**src/rtl/camera_capture_ctrl.sv**
```systemverilog
// Camera capture sequencer: gates the camera enable one frame at a time and
// buffers captured bytes in a first-word-fall-through FIFO for a valid/ready consumer.
module camera_capture_ctrl #(
  parameter int FRAME_LEN  = 12,
  parameter int GAP_CYCLES = 4,
  parameter int FIFO_DEPTH = 16
) (
  input  logic       clk,
  input  logic       rst,
  input  logic       start,
  input  logic       continuous,
  output logic       camera_en,
  input  logic       cam_valid,
  input  logic [7:0] cam_data,
  output logic       out_valid,
  output logic [7:0] out_data,
  input  logic       out_ready,
  output logic       busy,
  output logic       frame_done,
  output logic [7:0] frame_count,
  output logic [7:0] byte_count,
  output logic       overflow
);

  localparam int AW = $clog2(FIFO_DEPTH);

  typedef enum logic [2:0] {
    IDLE,
    WAIT_SPACE,
    CAPTURE,
    FLUSH,
    GAP
  } state_t;

  state_t state, state_next;

  logic [7:0]    cnt;
  logic          cnt_zero;
  logic [7:0]    mem [FIFO_DEPTH];
  logic [AW-1:0] wr_ptr, rd_ptr;
  logic [AW:0]   occ;
  logic          full, space_ok;
  logic          push_req, push_ok, pop;
  logic          cap_entry, idle_start;

  assign cnt_zero   = (cnt == '0);
  assign full       = (occ == (AW+1)'(FIFO_DEPTH));
  assign space_ok   = (((AW+1)'(FIFO_DEPTH) - occ) >= (AW+1)'(FRAME_LEN));
  assign idle_start = (state == IDLE) && start;
  assign cap_entry  = (state_next == CAPTURE) && (state != CAPTURE);

  assign push_req   = cam_valid && ((state == CAPTURE) || (state == FLUSH));
  assign pop        = out_valid && out_ready;
  assign push_ok    = push_req && (!full || pop);

  assign out_valid  = (occ != '0);
  assign out_data   = out_valid ? mem[rd_ptr] : '0;

  always_ff @(posedge clk) begin
    if (rst) state <= IDLE;
    else     state <= state_next;
  end

  always_comb begin
    state_next = state;
    camera_en  = 1'b0;
    busy       = 1'b1;
    case (state)
      IDLE: begin
        busy = 1'b0;
        if (start) state_next = WAIT_SPACE;
      end
      WAIT_SPACE: if (space_ok) state_next = CAPTURE;
      CAPTURE: begin
        camera_en = 1'b1;
        if (cnt_zero) state_next = FLUSH;
      end
      FLUSH: state_next = GAP;
      GAP: begin
        // The space check is folded into the last gap cycle so back-to-back
        // frames see only FLUSH + GAP_CYCLES of enable-low time.
        if (cnt_zero) begin
          if (!continuous)   state_next = IDLE;
          else if (space_ok) state_next = CAPTURE;
          else               state_next = WAIT_SPACE;
        end
      end
      default: state_next = IDLE;
    endcase
  end

  // Shared down-counter: CAPTURE length, then GAP length.
  always_ff @(posedge clk) begin
    if (rst)                cnt <= '0;
    else if (cap_entry)     cnt <= 8'(FRAME_LEN - 1);
    else if (state == FLUSH) cnt <= 8'(GAP_CYCLES - 1);
    else if (!cnt_zero)     cnt <= cnt - 8'd1;
  end

  always_ff @(posedge clk) begin
    if (rst) begin
      wr_ptr <= '0;
      rd_ptr <= '0;
      occ    <= '0;
    end else begin
      if (push_ok) wr_ptr <= wr_ptr + AW'(1);
      if (pop)     rd_ptr <= rd_ptr + AW'(1);
      case ({push_ok, pop})
        2'b10:   occ <= occ + (AW+1)'(1);
        2'b01:   occ <= occ - (AW+1)'(1);
        default: occ <= occ;
      endcase
    end
  end

  always_ff @(posedge clk) begin
    if (push_ok) mem[wr_ptr] <= cam_data;
  end

  always_ff @(posedge clk) begin
    if (rst) begin
      byte_count  <= '0;
      frame_count <= '0;
      frame_done  <= 1'b0;
      overflow    <= 1'b0;
    end else begin
      frame_done <= 1'b0;
      if (idle_start || cap_entry) begin
        byte_count <= '0;
      end else if (push_req) begin
        byte_count <= byte_count + 8'd1;
        if (byte_count == 8'(FRAME_LEN - 1)) begin
          frame_done  <= 1'b1;
          frame_count <= frame_count + 8'd1;
        end
      end
      if (idle_start)              overflow <= 1'b0;
      else if (push_req && !push_ok) overflow <= 1'b1;
    end
  end

endmodule

```
**config.mk**
```make
export PLATFORM = sky130hd
export DESIGN_NAME = camera_capture_ctrl
export DESIGN_NICKNAME = d
export VERILOG_FILES = /design/src/rtl/camera_capture_ctrl.sv
export SDC_FILE = /design/constraint.sdc
export NUM_CORES = 1
export LEC_CHECK = 0
export CAP_MARGIN = 15
export CORE_UTILIZATION = 45
export DETAILED_ROUTE_END_ITERATION = 10
export PLACE_DENSITY = 0.61
export SYNTH_ARGS = -nofsm -noshare
export SYNTH_HDL_FRONTEND = slang
export SYNTH_SLANG_ARGS = --single-unit
```
**constraint.sdc**
```tcl
create_clock -name clk -period 3.4 [get_ports clk]
set_input_delay 0.85 -clock clk [delete_from_list [all_inputs] [get_ports clk]]
set_output_delay 0.85 -clock clk [all_outputs]
set_load 0.02 [all_outputs]
```
==> results.sh <==
export IMPL_cp_start_kind="flop"
export IMPL_initial_core_util=0.469
export IMPL_whs_endpoint="overflow"
export IMPL_setup_tns_ns=0
export IMPL_synth_commonest_cells="edfxtp_1, mux2i_1, dfxtp_1"
export IMPL_fin_crit_ns=3.27
export IMPL_crit_family="buffers and inverters"
export IMPL_htree_levels=4
export IMPL_fp_dieW_um=129
export IMPL_critPathMaxStageDelay_ns=0.55
export IMPL_synthMostInstantiatedCell="edfxtp_1"
export IMPL_rows=45
export IMPL_timing_final_crit_share=0.962
export IMPL_synth_area_leaders="edfxtp_1, dfxtp_1, mux2i_1"
export IMPL_cts_buffer_depth=2
export IMPL_seqPwrFrac=0.419
export IMPL_crit_required_ns=2.55
export IMPL_switching_share=0.296
export IMPL_track_usage=0.194
export IMPL_clkTransAtPathRegs_ns=0.06
export IMPL_pwr_share_comb=0.282
export IMPL_ioPinCount=43
export IMPL_syn_inst=530
export IMPL_synth_cell_types=49
export IMPL_cts_sinks=174
export IMPL_ant_nets=0
export IMPL_hp_class="reg -> reg"
export IMPL_cts_tree="done"
export IMPL_crit_type="reg -> out"
export IMPL_drv_cap=0
export IMPL_grt_pass1_vias=4549
export IMPL_arrival_ns=2.42
export IMPL_drt_iter0_drc=225
export IMPL_p_sw_uw=1780
export IMPL_tightest_slew_ns=0.746
export IMPL_ys_async_sr_fraction=0
export IMPL_clkLatencyLatePin_ns=0.42
export IMPL_portBuffers=42
export IMPL_ys_seq_elements=174
export IMPL_ir_worst_vdd_mv=0.414
export IMPL_setup_violations=0
export IMPL_worst_path_max_fanout=6
export IMPL_die_h_um=129
export IMPL_drc=0
export IMPL_totalWireLength_mm=14.6
export IMPL_clock_skew_ns=0.00480
export IMPL_rsz0062_at_grt="false"
export IMPL_dominantRegCellSynth="edfxtp_1"
export IMPL_cts_buffers=17
export IMPL_first_pass_iters=5
export IMPL_antenna_found_initial=0
export IMPL_netlist_area_mm2=0.00723
export IMPL_clkPwrFrac=0.299
export IMPL_internal_power_uw=4230
export IMPL_ff2ff_setup_slack_ns=0.61
export IMPL_grt_pass1_wl_mm=23.6
export IMPL_synth_top_cell_by_area="edfxtp_1"
export IMPL_path_cells="nor4_2, ha_2, nor2_1, buf_4, nand3_1, o21ai_0, clkdlybuf4s50_1"
export IMPL_synth_edf_count=128
export IMPL_timing_rr_start="occ[0]"
export IMPL_reg2regPathDepth=10
export IMPL_avgSynthCellArea_um2=13.6
export IMPL_drive_gt1_frac=0.121
export IMPL_cp_slowest_cell="clkdlybuf4s50_1"
export IMPL_timing_rr_end="occ[4]"
export IMPL_area_delta_synth_final_pct=19.5
export IMPL_core_mm2=0.0154
export IMPL_vias=4397
export IMPL_maxSlewViolCount=0
export IMPL_slew_headroom=0.499
export IMPL_cp_buffers_inverters=2
export IMPL_wl_per_cell_um=17.7
export IMPL_status="completed"
export IMPL_vias_per_cell=5.34
export IMPL_dp_hpwl_mm=9.78
export IMPL_power_leakage_uw=0.00298
export IMPL_hold_depth=1
export IMPL_antennaDiodeCount=0
export IMPL_max_freq_mhz=306
export IMPL_end_kind="output pin"
export IMPL_syn_num_nets=559
export IMPL_ys_warn_count=0
export IMPL_nets=629
export IMPL_ys_seq_area_frac=0.659
export IMPL_yosys_area_top_type_share=0.531
export IMPL_die_area_mm2=0.0166
export IMPL_power_density_mw_per_mm2=695
export IMPL_hold_violations=0
export IMPL_grt_max_degree=25
export IMPL_place_congestion=0.786
export IMPL_hold_path_startpoint="overflow"
export IMPL_grt_overflow_total=0
export IMPL_cts_root_buf="clkbuf_16"
export IMPL_fin_hold_ws_ns=0.476
per-layer routing:
layer,share of wire,track usage,wire [µm],vias to the layer above
li1,-,-,-,2120
met5,0,0,0,-
met1,0.42,0.226,6070,2165
met4,0.023,0.0844,342,0
met2,0.52,0.344,7670,88
met3,0.037,0.0437,545,24
worst max path at each step:
stage,end,start,cells past startpoint
final,out_data[6],occ[0],7
after global routing,out_data[6],occ[0],7
after CTS,out_data[0],flop,7
after detailed placement,out_data[3],occ[1],7
after global placement,occ[4],out_ready,8
after floorplan,occ[4],out_ready,8
worst reg2reg max path: cells and delay by family, from the launching register on:
family	cells	cell delay (ns)
buffers and inverters	1	0.18
adder cells (fa/ha/maj)	2	0.69
multiplexers	2	0.56
AND/OR/NAND/NOR	4	0.70
flip-flops	1	0.38
AO/OA/AOI/OAI	1	0.17
power groups by stage:
| stage | combinational [µW] | clock (µW) | sequential, µW |
|---|---|---|---|
| after global routing | 1860 | 1910 | 2540 |
| after floorplan | 1150 | 0 | 2510 |
| after detailed placement | 1690 | 0 | 2570 |
| after CTS | 1720 | 1830 | 2520 |
| final | 1690 | 1790 | 2520 |
| after global placement | 1650 | 0 | 2560 |
sequential cells by signal, indices dropped and copies added, names as in the netlist, named ones only:
signal and cells:
occ 5, frame_done 1, wr_ptr 4, cnt 8, rd_ptr 4, state 3, frame_count 8, overflow 1
byte_count 8, mem 128
stage by stage:
step / power (µW) / instances / util / setup slack, ns / cell area [µm²]
floorplan: 3660 / 530 / - / 0.674 / 7230
global placement: 4220 / 790 / 0.523 / 0.335 / 8070
detailed placement: 4260 / 790 / 0.523 / 0.277 / 8070
CTS: 6060 / 824 / 0.560 / 0.0142 / 8630
global route: 6310 / 824 / 0.560 / 0.0211 / 8640
finish: 6000 / 824 / 0.560 / 0.128 / 8640
layout make-up:
class | count | area (µm²)
well taps | 211 | 264
flip-flops and latches | 174 | 4770
clock buffers | 22 | 444
repair buffers | 72 | 678
fillers | 1340 | 6780
clock inverters | 10 | 96.3
inverters | 16 | 60.1
multi-input cells | 319 | 2330
kinds of logic (layout without fill, tap and decap cells):
logic type	after synthesis	after routing	share of synthesized area
fa+ha+maj	15	15	0.0270
compound gates	78	78	0.0730
mux	62	62	0.0983
simple gates	141	141	0.0946
buf+inv	37	120	0.0204
flops	174	174	0.659
xor+xnor	23	23	0.0279
what timing repair did:
| action | in CTS | in global routing |
|---|---|---|
| hold buffers | 0 | 0 |
| hold endpoints to repair | 0 | 0 |
| pin swaps | 0 | 0 |
| setup endpoints to repair | 8 | 4 |
| buffers inserted | 2 | 0 |
| resized for setup | 6 | 4 |
| gates cloned | 0 | 0 |
layout by cell type, fill, tap and decap left out, types with 6 or more instances in the layout:
master	count
xor2_1	11
o31ai_1	8
inv_1	16
nand3_1	13
nor2_1	45
a21oi_1	16
nand2_1	30
or4_1	6
nor3_1	14
buf_4	28
ha_1	13
nand2b_1	7
a22oi_1	21
xnor2_1	12
clkbuf_16	17
dfxtp_1	44
mux2i_1	53
edfxtp_1	128
clkdlybuf4s50_1	36
o21ai_0	11
mux4_2	7
Power figures use the tool's default switching activity.
